## src/rtl/ijtag_tdr_pkg.sv

```systemverilog
// Shared definitions for the IJTAG SIB/TDR family: register sizing, default masks and the
// shift-register operation priority.
package ijtag_tdr_pkg;

  localparam int unsigned MAX_TDR_WIDTH = 256;

  typedef logic [MAX_TDR_WIDTH-1:0] tdr_mask_t;

  typedef enum logic [1:0] {
    TdrHold    = 2'd0,
    TdrShift   = 2'd1,
    TdrCapture = 2'd2,
    TdrReset   = 2'd3
  } tdr_op_e;

  function automatic int unsigned tdr_len(input int unsigned do_width,
                                          input int unsigned di_width);
    return do_width + di_width;
  endfunction

  // Zero-width fields still need a legal 1-bit port.
  function automatic int unsigned port_width(input int unsigned width);
    return (width == 0) ? 1 : width;
  endfunction

  function automatic tdr_mask_t zero_mask();
    return '0;
  endfunction

  // Reset beats capture, capture beats shift; a deselected register holds.
  function automatic tdr_op_e tdr_op(input logic reset, input logic sel, input logic ce,
                                     input logic se);
    if (reset) return TdrReset;
    if (sel && ce) return TdrCapture;
    if (sel && se) return TdrShift;
    return TdrHold;
  endfunction

endpackage

```

## src/rtl/ijtag_tdr_sticky_status.sv

```systemverilog
// Status capture field: live bits pass straight through, sticky bits OR-accumulate between
// captures and restart from the capture-cycle input so coincident events are not lost.
module ijtag_tdr_sticky_status
  import ijtag_tdr_pkg::*;
#(
  parameter int unsigned         DI_WIDTH       = 8,
  parameter logic [DI_WIDTH-1:0] DI_STICKY_MASK = DI_WIDTH'(zero_mask())
) (
  input  logic                ijtag_tck,
  input  logic                ijtag_reset,
  input  logic                capture,
  input  logic [DI_WIDTH-1:0] data_in,
  output logic [DI_WIDTH-1:0] status_cap
);

  logic [DI_WIDTH-1:0] sticky_q;
  logic [DI_WIDTH-1:0] sticky_d;

  always_comb begin
    sticky_d = (sticky_q | data_in) & DI_STICKY_MASK;
    if (capture) begin
      sticky_d = data_in & DI_STICKY_MASK;
    end
  end

  always_ff @(posedge ijtag_tck) begin
    if (ijtag_reset) begin
      sticky_q <= '0;
    end else begin
      sticky_q <= sticky_d;
    end
  end

  assign status_cap = (data_in & ~DI_STICKY_MASK) | ((sticky_q | data_in) & DI_STICKY_MASK);

endmodule

```

## src/rtl/ijtag_tdr_param_ctrl.sv

```systemverilog
// Parametrised IJTAG control/status TDR: data_out readback plus optional status field, with
// per-bit reset values, self-clearing pulse bits and an update strobe.
module ijtag_tdr_param_ctrl
  import ijtag_tdr_pkg::*;
#(
  parameter int unsigned           DO_WIDTH       = 20,
  parameter int unsigned           DI_WIDTH       = 8,
  localparam int unsigned          DI_W           = port_width(DI_WIDTH),
  parameter logic [DO_WIDTH-1:0]   DO_RESET_VALUE = DO_WIDTH'(zero_mask()),
  parameter logic [DO_WIDTH-1:0]   DO_PULSE_MASK  = DO_WIDTH'(zero_mask()),
  parameter logic [DI_W-1:0]       DI_STICKY_MASK = DI_W'(zero_mask())
) (
  input  logic                ijtag_tck,
  input  logic                ijtag_reset,
  input  logic                ijtag_sel,
  input  logic                ijtag_si,
  input  logic                ijtag_ce,
  input  logic                ijtag_se,
  input  logic                ijtag_ue,
  input  logic [DI_W-1:0]     data_in,
  output logic [DO_WIDTH-1:0] data_out,
  output logic                data_out_updated,
  output logic                ijtag_so
);

  localparam int unsigned N = tdr_len(DO_WIDTH, DI_WIDTH);

  logic [N-1:0]        tdr_q;
  logic [N-1:0]        tdr_d;
  logic [N-1:0]        capture_word;
  logic [DO_WIDTH-1:0] data_out_q;
  logic [DO_WIDTH-1:0] data_out_d;
  logic                updated_q;
  logic                so_q;
  logic                capture;
  logic                update;

  assign capture = ijtag_sel & ijtag_ce;
  assign update  = ijtag_sel & ijtag_ue;

  if (DI_WIDTH > 0) begin : g_status
    logic [DI_WIDTH-1:0] status_cap;

    ijtag_tdr_sticky_status #(
      .DI_WIDTH       (DI_WIDTH),
      .DI_STICKY_MASK (DI_STICKY_MASK)
    ) u_sticky_status (
      .ijtag_tck   (ijtag_tck),
      .ijtag_reset (ijtag_reset),
      .capture     (capture),
      .data_in     (data_in),
      .status_cap  (status_cap)
    );

    assign capture_word = {status_cap, data_out_q};
  end else begin : g_no_status
    logic unused_data_in;
    assign unused_data_in = ^data_in;
    assign capture_word   = data_out_q;
  end

  always_comb begin
    tdr_d = tdr_q;
    unique case (tdr_op(ijtag_reset, ijtag_sel, ijtag_ce, ijtag_se))
      TdrReset:   tdr_d = '0;
      TdrCapture: tdr_d = capture_word;
      // Concatenate-and-shift keeps the single-bit register legal.
      TdrShift:   tdr_d = N'({ijtag_si, tdr_q} >> 1);
      default:    tdr_d = tdr_q;
    endcase
  end

  always_comb begin
    data_out_d = data_out_q;
    if (update) begin
      data_out_d = tdr_q[DO_WIDTH-1:0];
    end else if (updated_q) begin
      data_out_d = (data_out_q & ~DO_PULSE_MASK) | (DO_RESET_VALUE & DO_PULSE_MASK);
    end
  end

  always_ff @(posedge ijtag_tck) begin
    if (ijtag_reset) begin
      tdr_q      <= '0;
      data_out_q <= DO_RESET_VALUE;
      updated_q  <= 1'b0;
    end else begin
      tdr_q      <= tdr_d;
      data_out_q <= data_out_d;
      updated_q  <= update;
    end
  end

  // Half-cycle retiming for hold margin on the downstream scan segment.
  always_ff @(negedge ijtag_tck) begin
    so_q <= tdr_q[0];
  end

  assign data_out         = data_out_q;
  assign data_out_updated = updated_q;
  assign ijtag_so         = so_q;

endmodule

```

## config.mk

```make
export PLATFORM = sky130hd
export DESIGN_NAME = ijtag_tdr_param_ctrl
export DESIGN_NICKNAME = d
export VERILOG_FILES = /design/src/rtl/ijtag_tdr_pkg.sv /design/src/rtl/ijtag_tdr_sticky_status.sv /design/src/rtl/ijtag_tdr_param_ctrl.sv
export SDC_FILE = /design/constraint.sdc
export NUM_CORES = 1
export LEC_CHECK = 0
export ABC_AREA = 1
export CORE_MARGIN = 2
export CORE_UTILIZATION = 45
export CTS_CLUSTER_SIZE = 20
export DETAILED_ROUTE_END_ITERATION = 16
export HOLD_SLACK_MARGIN = 0.03
export PLACE_DENSITY = 0.75
export SLEW_MARGIN = 20
export SYNTH_ARGS = -nofsm -noshare
export SYNTH_HDL_FRONTEND = slang
export SYNTH_SLANG_ARGS = --single-unit
export TNS_END_PERCENT = 30
```

## constraint.sdc

```tcl
create_clock -name ijtag_tck -period 4.9 [get_ports ijtag_tck]
set_input_delay 0.735 -clock ijtag_tck [delete_from_list [all_inputs] [get_ports ijtag_tck]]
set_output_delay 0.735 -clock ijtag_tck [all_outputs]
set_load 0.005 [all_outputs]
```

# Word-level counts from Yosys, hierarchy flattened
# Cells that the tools add are included.
op_classes:
  muxes: 13
  reduce_logical: 3
  n_eq_ne: 3
  bitwise: 1
ops:
  columns: ["cell", "count"]
  rows:
  - ["$pmux 28 s3", 1]
  - ["$mux 2", 6]
  - ["$mux 1", 6]
  - ["$eq 2x2->1 const B", 2]
  - ["$reduce_bool 3->1", 1]
  - ["$eq 2x1->1 const B", 1]
  - ["$logic_and 1x1->1", 2]
  - ["$and 1x1->1", 1]
word_totals:
  elab_cells: 24
  ff_bits: 50
  out_inout_bits: 22

# Depth between registers and ports, before layout
# Gate-level depths: netlist of the first run.
logic_depth:
  depth_word: 10
  depth_mapped: 11
  ltp_nobuf: 8

# Hierarchy
# A second synthesis of the first run with hierarchy kept.
unflattened:
  hier_cells: 322
  hier_area_um2: 2249.7
by_module_without_submodules:
  columns: ["mod", "area_per_inst_um2", "instances", "cells_each"]
  rows:
  - ["ijtag_tdr_param_ctrl", 2189.6, 1, 314]
  - ["ijtag_tdr_sticky_status", 60.1, 1, 8]

==> summary.md, run 1 <==
| Metric | Value |
|---|---|
| Top cells by count, synth | `181 x nand2_1, 50 x dfxtp_1, 44 x a21oi_1` |
| Most common cell in the netlist | `nand2_1` |
| Top post-synthesis cells by area | `dfxtp_1 46%, nand2_1 31%, a21oi_1 10%` |
| Cell row count | `25` |
| Routed via count | `slightly below 2000` |
| Core Footprint | `0.00469 sq mm` |
| CTS resizes | `0` |
| Power per cell area | `about 280 mW/mm^2` |
| Cts bufs inserted | `5` |
| Clock tree buffer depth | `2` |
| Share of cells above drive strength 1 | `4.45%` |
| Sequential fraction of the synthesis area | `between 40% and 50%` |
| Sink count of the clock tree | `50` |
| # setup viols final | `0` |
| Synthesis-stage register bit count | `50` |
| Worst Path Buf+Inv | `1` |
| Number of hold buffers added after cts | `0` |
| Async SR Flop Fraction | `0%` |
| Switching pwr | `~180 uW` |
| Static leakage | `around 0.00097 uW` |
| Combinational share of power | `8.3%` |
| DRC | `0` |
| Fillers | `~470` |
| Synthesized netlist net count | `330` |
| Xor/xnor share of the synthesized area | `0%` |
| Simple-Gate Fraction of Synth Area | `around a third` |
| Hold Crit Depth | `2` |
| Critical Path, Cell by Cell | `clkdlybuf4s50_1` |
| Die area | `approximately 0.0054 sq mm` |
| Mux cell area share after synthesis | `0%` |
| Starting Density | `between 40% and 50%` |
| Crit path depth | `1` |
| Drt total wl | `4430 microns` |
| Delay-heaviest family, CP | `buffers and inverters` |
| Switching Share | `between 20% and 30%` |
| Gp weighted congestion | `0.731` |
| Setup crit end kind | `primary output` |
| Startpoint Class | `register` |
| NumNets Final | `354` |
| Global route overflow | `0` |
| Clk root buf | `clkbuf_8` |
| Total GRT Usage | `18.1%` |
| Setup_tns | `0 ns` |
| Post-Syn Instances | `~310` |
| Post-CTS Setup Bufs | `0` |
| RSZ-0062 raised after global routing | `no` |
| Worst-Margin Slew | `1.05 ns` |
| Slowest CP cell | `clkdlybuf4s50_1` |
| Post-DR wirelength/cell | `between 10 and 15 microns` |
| Slowest cell delay on critical path | `0.49 ns` |
| Vias in the first global route | `~1700` |
| Synth Flop Type | `dfxtp_1` |
| Reg2Reg Depth | `0` |
| Slew Viols, Final | `0` |
| Router iterations before antenna repair | `4` |
| Post-DRT Antenna Nets | `0` |
| Max-slew headroom | `~30%` |
| Worst EP required | `roughly 4.2 ns` |
| Pin count of the biggest net entering global routing | `52` |
| DP HPWL | `approximately 2600 microns` |
| Compound-cell area share of the yosys netlist | `between 10% and 20%` |
| Final hold vios | `0` |
| P_int | `~540 uW` |
| Share of power burned in the clock network | `34.7%` |
| CP max FO | `1` |
| Synth Warn # | `0` |
| Post-Synth Adder-Cell Area | `1.72%` |
| DR vias/cell | `roughly 4.9` |
| Clock latency on the worst-skew pair | `approximately 0.35 ns` |
| Reg power frac | `approximately 57%` |
| Max VDD drop | `between 0.1 and 0.15 mV` |
| Number of DRC markers in iteration 0 | `slightly below 200` |
| Io pins | `37` |
| Chip Width | `between 70 and 80 microns` |
| Yosys cell types | `13` |
| Avg Cell Area, Syn | `around 7.0 sq um` |
| Port bufs | `36` |
| Total Power | `a little over 700 uW` |
| Hold_ws | `between 0.4 and 0.5 ns` |
| Global-route wire length before repair | `7670 microns` |
| Outcome | `finished, final reports clean` |
| CP Class | `reg2out` |
| Post-synth top area share | `a little under half` |
| Post-synth EDFFs | `0` |
| Worst path arrival time | `3.58 ns` |
| Initial antenna violation count | `0` |
| Die Height | `~74 microns` |
| Cell area after synthesis | `about 0.0022 sq mm` |
| Synth area leader | `dfxtp_1` |
| CTS tree | `done` |
| Max-Cap Viols | `0` |
| Clock Skew | `slightly above 0.05 ns` |
| Synth-to-Final Area Change | `16.8%` |
| Clk slew on worst S/H paths | `approximately 0.090 ns` |
| CTS H-Tree Depth | `2` |
| Antenna cells | `0` |
| HP Class | `reg2reg` |
| Largest family of logic cells by synthesized area | `simple AND/OR/NAND/NOR gates` |
[layer usage]
layer | vias to the layer above | wire length (microns) | global-route usage (%)
met3 | 5 | 194 | 4.53
li1 | 1015 | - | -
met2 | 42 | 2100 | 29.6
met1 | 860 | 2060 | 23.2
met4 | 0 | 71 | 6.06
met5 | - | 0 | 0
[per-stage QoR]
| stage | instance area, sq um | worst slack (ns) | cells | utilization (%) |
|---|---|---|---|---|
| floorplan | 2180 | 1.42 | 312 | - |
| global placement | 2460 | 0.944 | 383 | 52.4 |
| detailed placement | 2460 | 0.943 | 383 | 52.4 |
| CTS | 2550 | 0.579 | 391 | 54.3 |
| global route | 2550 | 0.541 | 391 | 54.3 |
| finish | 2550 | 0.588 | 391 | 54.3 |
[cell usage in the layout, fill, tap and decap left out, drive strengths merged]
cell type	n
a31oi	1
a21oi	49
dfxtp	50
clkdlybuf4s50	35
buf	3
clkbuf	8
ha	3
nor2	2
nand2	181
inv	5
[area by class of cell]
class | instances | area, sq um | share of cell area (%)
Inverter | 4 | 15.0 | 0.589
Multi-Input combinational cell | 236 | 1000 | 39.3
Clock inverter | 1 | 3.75 | 0.147
Timing Repair Buffer | 38 | 370 | 14.5
Tap cell | 54 | 67.6 | 2.65
Sequential cell | 50 | 1000 | 39.3
Clock buffer | 8 | 90.1 | 3.53
[path summary, 6_finish.rpt]
path | start | to | slack (ns)
max | ijtag_so$_DFF_N_ | ijtag_so | 0.59
min | tdr_q[27]$_SDFFE_PP0P_ | tdr_q[27]$_SDFFE_PP0P_ | 0.47
max reg2reg | tdr_q[0]$_SDFFE_PP0P_ | ijtag_so$_DFF_N_ | 2.06
min reg2reg | tdr_q[27]$_SDFFE_PP0P_ | tdr_q[27]$_SDFFE_PP0P_ | 0.47
[state kept, by name, summed over array words and instances, names as in the netlist]
signal            flops
tdr_q                28
data_out             20
data_out_updated      1
ijtag_so              1
[power groups by stage]
stage | logic, uW | registers [uW] | clock network (uW)
after floorplan | 49.1 | 419 | 2.55
after global placement | 59.7 | 419 | 2.55
after detailed placement | 60.2 | 419 | 2.55
after CTS | 60.4 | 409 | 252
after global routing | 66.0 | 410 | 270
final | 59.6 | 409 | 249
[kinds of logic (layout without fill, tap and decap cells)]
family,after synthesis,after routing
simple gates,183,183
buf+inv,26,51
compound gates,50,50
fa+ha+maj,3,3
flops,50,50
No activity file was read; power rests on OpenSTA's default activity.
==> inputs of run 2 (changes only) <==
Settings changed: CORE_UTILIZATION 45 to 35, PLACE_DENSITY 0.75 to 0.63.
==> run 2 against run 1 <==
- highest routed layer unchanged
- global-route usage down 4.4 points
- clock power hardly changed
- first-iteration DRC count decreased by 25%
- combinational power up 3%
- routed wire length up 7.0%
- sequential power about the same
- critical path type unchanged
- critical path depth is the same
- utilization is 11 points lower
- count of clock-buffer cells in the layout down 2
- non-clock buffer count is the same
- largest power group unchanged
==> summary.md, run 2 (synthesized netlist as in run 1, its figures left out) <==
| Metric | Value |
|---|---|
| Outcome | `finished, final reports clean` |
| HP Class | `reg2reg` |
| Critical Path, Cell by Cell | `clkdlybuf4s50_1` |
| Clock tree buffer depth | `2` |
| RSZ-0062 raised after global routing | `no` |
| Port bufs | `36` |
| Slowest cell delay on critical path | `between 0.4 and 0.5 ns` |
| Clock latency on the worst-skew pair | `around 0.35 ns` |
| Synth-to-Final Area Change | `18.2%` |
| CTS tree | `done` |
| Final worst setup slack | `~0.6 ns` |
| Clk slew on worst S/H paths | `0.08 ns` |
| Slowest CP cell | `clkdlybuf4s50_1` |
| Reg2Reg Depth | `0` |
| Worst r2r src | `tdr_q[0]$_SDFFE_PP0P_` |
| Sink count of the clock tree | `50` |
| Die Height | `between 80 and 90 microns` |
| Fillers | `637` |
| Placed cell count | `between 400 and 500` |
| Power per cell area | `279 mW/mm^2` |
| Drt total wl | `roughly 4700 microns` |
| Delay-heaviest family, CP | `buffers and inverters` |
| Worst EP required | `between 4 and 5 ns` |
| FF-to-FF setup slack | `between 2 and 2.5 ns` |
| CP Class | `reg2out` |
| Final hold vios | `0` |
| Critical path origin | `ijtag_so$_DFF_N_` |
| R2r endpoint | `ijtag_so$_DFF_N_` |
| Total GRT Usage | `13.6%` |
| Setup_tns | `0 ns` |
| Share of cells above drive strength 1 | `just over 5%` |
| Cell row count | `28` |
| CTS resizes | `0` |
| Global route overflow | `0` |
| # setup viols final | `0` |
| Number of hold buffers added after cts | `0` |
| Setup crit end kind | `primary output` |
| Antenna cells | `0` |
| Global-route wire length before repair | `approximately 8000 microns` |
| Chip Width | `83.0 microns` |
| Clock Skew | `around 0.055 ns` |
| Worst-Margin Slew | `1.05 ns` |
| Max-slew headroom | `29.8%` |
| Post-CTS Setup Bufs | `0` |
| Routed via count | `approximately 1900` |
| Hold_ws | `roughly 0.47 ns` |
| CTS H-Tree Depth | `2` |
| Commonest non-fill, non-tap cell in the layout | `nand2_1` |
| Setup crit end | `ijtag_so` |
| Most frequent cells in the layout | `181 x nand2_1, 50 x dfxtp_1, 44 x a21oi_1` |
| Crit path depth | `1` |
| Core Footprint | `between 0.005 and 0.006 sq mm` |
| Pin count of the biggest net entering global routing | `44` |
| Max-Cap Viols | `0` |
| Post-DRT Antenna Nets | `0` |
| Static leakage | `0.000970 uW` |
| Startpoint Class | `register` |
| DP HPWL | `between 2000 and 3000 microns` |
| Clk root buf | `clkbuf_8` |
| Layout Cells excl Fill | `about 410` |
| Gp weighted congestion | `around 0.73` |
| Slew Viols, Final | `0` |
| Cts bufs inserted | `5` |
| Initial antenna violation count | `0` |
| CP max FO | `1` |
| Max FFs per register | `28` |
| DR vias/cell | `between 4 and 5` |
| Dpl ws | `0.946 ns` |
| Router iterations before antenna repair | `4` |
| DRC | `0` |
| Worst path arrival time | `around 3.6 ns` |
| Max VDD drop | `between 0.15 and 0.2 mV` |
| Vias in the first global route | `1781` |
| Starting Density | `between 30 and 40%` |
| Worst Path Buf+Inv | `1` |
| Io pins | `37` |
| Die area | `around 0.007 sq mm` |
| Number of DRC markers in iteration 0 | `approximately 150` |
| Top reg by flops | `tdr_q` |
| Post-DR wirelength/cell | `11.5 microns` |
| NumNets Final | `approximately 350` |
==> run 2: changes by cell type in the layout (fill, tap and decap cells not counted) <==
cell / before / now
clkbuf_1: 2 / 0
clkinv_2: 0 / 1
ha_1: 3 / 2
ha_2: 0 / 1
inv_1: 5 / 6
==> run 2: worst min-delay path by stage <==
stage / start / endpoint / slack, ns / cells after the start
2_1_floorplan: tdr_q[20]$_SDFFE_PP0P_ / tdr_q[20]$_SDFFE_PP0P_ / 0.44 / 2
3_5_place_dp: tdr_q[26]$_SDFFE_PP0P_ / tdr_q[26]$_SDFFE_PP0P_ / 0.46 / 2
4_1_cts: tdr_q[26]$_SDFFE_PP0P_ / tdr_q[26]$_SDFFE_PP0P_ / 0.47 / 2
3_3_place_gp: tdr_q[20]$_SDFFE_PP0P_ / tdr_q[20]$_SDFFE_PP0P_ / 0.45 / 2
6_report: tdr_q[26]$_SDFFE_PP0P_ / tdr_q[26]$_SDFFE_PP0P_ / 0.47 / 2
5_1_grt: tdr_q[22]$_SDFFE_PP0P_ / tdr_q[22]$_SDFFE_PP0P_ / 0.48 / 2
==> run 2: stage by stage <==
| stage | power (uW) | area (sq um) | util (%) |
|---|---|---|---|
| floorplan | 470 | 2180 | - |
| global placement | 483 | 2490 | 41.5 |
| CTS | 726 | 2580 | 43.0 |
| detailed placement | 483 | 2490 | 41.5 |
| global route | 748 | 2580 | 43.1 |
| finish | 719 | 2580 | 43.1 |
==> run 2: routing by layer <==
metal | GRT usage (%) | wire length (microns) | up-vias
met1 | 17.5 | 2280 | 876
li1 | - | - | 1013
met4 | 4.32 | 79 | 0
met3 | 3.98 | 258 | 6
met2 | 22.1 | 2120 | 49
met5 | 0 | 0 | -
==> run 2: where the power goes <==
part / total (uW) / internal, uW / switching [uW]
clock: 248 / 113 / 135
sequential: 409 / 408 / 1.07
combinational: 61.1 / 18.2 / 42.9
total: 719 / 540 / 179
==> run 2: area by class of cell <==
type / count / area, sq um / share of cell area [%]
multi-input combinational: 236 / 1000 / 38.9
clock inverter: 3 / 12.5 / 0.485
timing repair buffer: 38 / 370 / 14.4
sequential: 50 / 1000 / 38.8
inverter: 4 / 15.0 / 0.582
tap: 75 / 93.8 / 3.64
clock buffer: 6 / 82.6 / 3.20
==> inputs of run 3 (changes only) <==
--- a/config.mk
+++ b/config.mk
@@ -8,9 +8,9 @@
 export ABC_AREA = 1
 export CORE_MARGIN = 2
-export CORE_UTILIZATION = 35
+export CORE_UTILIZATION = 31
 export CTS_CLUSTER_SIZE = 20
 export DETAILED_ROUTE_END_ITERATION = 16
 export HOLD_SLACK_MARGIN = 0.03
-export PLACE_DENSITY = 0.63
+export PLACE_DENSITY = 0.57
 export SLEW_MARGIN = 20
 export SYNTH_ARGS = -nofsm -noshare
==> constraint.sdc (replaced) <==
create_clock -name ijtag_tck -period 4.9 [get_ports ijtag_tck]
set_input_delay 1.225 -clock ijtag_tck [delete_from_list [all_inputs] [get_ports ijtag_tck]]
set_output_delay 1.225 -clock ijtag_tck [all_outputs]
set_load 0.005 [all_outputs]
==> run 3 against run 2 <==
- clock power down 6%
- sequential power about the same
- via count down 1.3%
- global-route usage down 0.31 points
- count of clock-buffer cells in the layout unchanged
- register-to-register slack about the same
- die area up 12%
- clock skew about the same
- largest cell class unchanged
- highest routed layer unchanged
==> summary.md, run 3 (synthesized netlist as in run 1, its figures left out) <==
| Metric | Value |
|---|---|
| Total Power | `between 700 and 800 uW` |
| Cts bufs inserted | `5` |
| Router iterations before antenna repair | `4` |
| Global routing's busiest layer | `met2` |
| # setup viols final | `0` |
| Fillers | `761` |
| HP Class | `reg2reg` |
| DRC | `0` |
| CTS tree | `done` |
| Met2 Track Usage GR | `approximately 22%` |
| Setup crit end kind | `primary output` |
| Clock Skew | `between 0.05 and 0.06 ns` |
| Share of cells above drive strength 1 | `4.73%` |
| Worst path arrival time | `3.58 ns` |
| CP Class | `reg2out` |
| Sink count of the clock tree | `50` |
| Commonest non-fill, non-tap cell in the layout | `nand2_1` |
| Worst-Margin Slew | `0.861 ns` |
| Clk root buf | `clkbuf_8` |
| Chip Width | `between 80 and 90 microns` |
| Port bufs | `36` |
| Final hold vios | `0` |
| Max-slew headroom | `a little over two fifths` |
| Routed via count | `approximately 1900` |
| Vias in the first global route | `1719` |
| Delay-heaviest family, CP | `buffers and inverters` |
| CTS H-Tree Depth | `2` |
| Global-route wire length before repair | `8090 microns` |
| Starting Density | `around a third` |
| Final core occ | `between 30% and 40%` |
| Slowest cell delay on critical path | `between 0.4 and 0.5 ns` |
| Gp weighted congestion | `0.711` |
| Post-DR wirelength/cell | `approximately 11 microns` |
| Max-Cap Viols | `0` |
| Slowest CP cell | `clkdlybuf4s50_1` |
| Die Height | `87.9 microns` |
| Post-DRT Antenna Nets | `0` |
| Clock latency on the worst-skew pair | `roughly 0.35 ns` |
| Clock tree buffer depth | `2` |
| CTS resizes | `0` |
| Setup_tns | `0 ns` |
| NumNets Final | `between 300 and 400` |
| Post-CTS Setup Bufs | `0` |
| Static leakage | `between 0.0009 and 0.001 uW` |
| Startpoint Class | `register` |
| Top reg by flops | `tdr_q` |
| GRT met1 Usage | `between 10% and 20%` |
| Dpl ws | `about 0.46 ns` |
| Outcome | `finished, final reports clean` |
| Max FFs per register | `28` |
| DR vias/cell | `4.42` |
| Io pins | `37` |
| Core Footprint | `between 0.006 and 0.007 sq mm` |
| Die area | `0.00773 sq mm` |
| RSZ-0062 raised after global routing | `no` |
| Initial antenna violation count | `0` |
| Power per cell area | `270 mW/mm^2` |
| Critical Path, Cell by Cell | `clkdlybuf4s50_1` |
| GR Util met3 | `under 10%` |
| Worst EP required | `about 3.7 ns` |
| Clk slew on worst S/H paths | `about 0.09 ns` |
| Drt total wl | `4840 microns` |
| Number of hold buffers added after cts | `0` |
| Worst Path Buf+Inv | `1` |
| Cell row count | `30` |
| DP HPWL | `roughly 2900 microns` |
| Final worst setup slack | `slightly above 0.09 ns` |
| Slew Viols, Final | `0` |
| Pin count of the biggest net entering global routing | `33` |
| Global route overflow | `0` |
| Total GRT Usage | `around an eighth` |
| Synth-to-Final Area Change | `19.2%` |
| CP max FO | `1` |
| Number of DRC markers in iteration 0 | `between 100 and 150` |
| Most frequent cells in the layout | `181 x nand2_1, 50 x dfxtp_1, 44 x a21oi_1` |
| Max VDD drop | `approximately 0.085 mV` |
| Antenna cells | `0` |
-- run 3: cell count changes in the layout (fill, tap and decap cells not counted), sizes merged --
| cell | before | now |
|---|---|---|
| clkinv | 1 | 0 |
| inv | 6 | 7 |
| buf | 3 | 4 |
-- run 3: final timing paths --
kind / from / to / slack (ns) / depth (start not counted)
setup / recovery: ijtag_so$_DFF_N_ / ijtag_so / 0.09 / 1
hold / removal: tdr_q[20]$_SDFFE_PP0P_ / tdr_q[20]$_SDFFE_PP0P_ / 0.47 / 2
setup reg to reg: tdr_q[0]$_SDFFE_PP0P_ / ijtag_so$_DFF_N_ / 2.06 / 0
hold reg to reg: tdr_q[20]$_SDFFE_PP0P_ / tdr_q[20]$_SDFFE_PP0P_ / 0.47 / 2
-- run 3: area by class of cell --
| class | instances | area, sq um | area share [%] |
|---|---|---|---|
| clock buffers | 6 | 72.6 | 2.79 |
| clock inverters | 3 | 11.3 | 0.433 |
| inverters | 4 | 15.0 | 0.577 |
| multi-input cells | 236 | 1000 | 38.6 |
| flip-flops and latches | 50 | 1000 | 38.5 |
| well taps | 96 | 120 | 4.62 |
| repair buffers | 39 | 378 | 14.5 |
-- run 3: layer usage --
metal	up-vias	share of wire (%)	wire length, microns
met4	0	1.7	84
li1	1019	-	-
met3	6	3.7	178
met5	-	0	0
met1	863	48	2340
met2	30	46	2240
-- run 3: report_power, final --
| part | leakage, uW | switching (uW) | internal (uW) |
|---|---|---|---|
| logic | 0.000515 | 43.1 | 18.6 |
| clock network | 0.0000531 | 134 | 98.7 |
| registers | 0.000403 | 0.980 | 408 |
-- run 3: per-stage QoR --
step,hold slack (ns),area (sq um),instances
global route,0.495,2600,434
global placement,0.454,2520,426
CTS,0.471,2600,434
detailed placement,0.457,2520,426
floorplan,0.444,2180,312
finish,0.470,2600,434
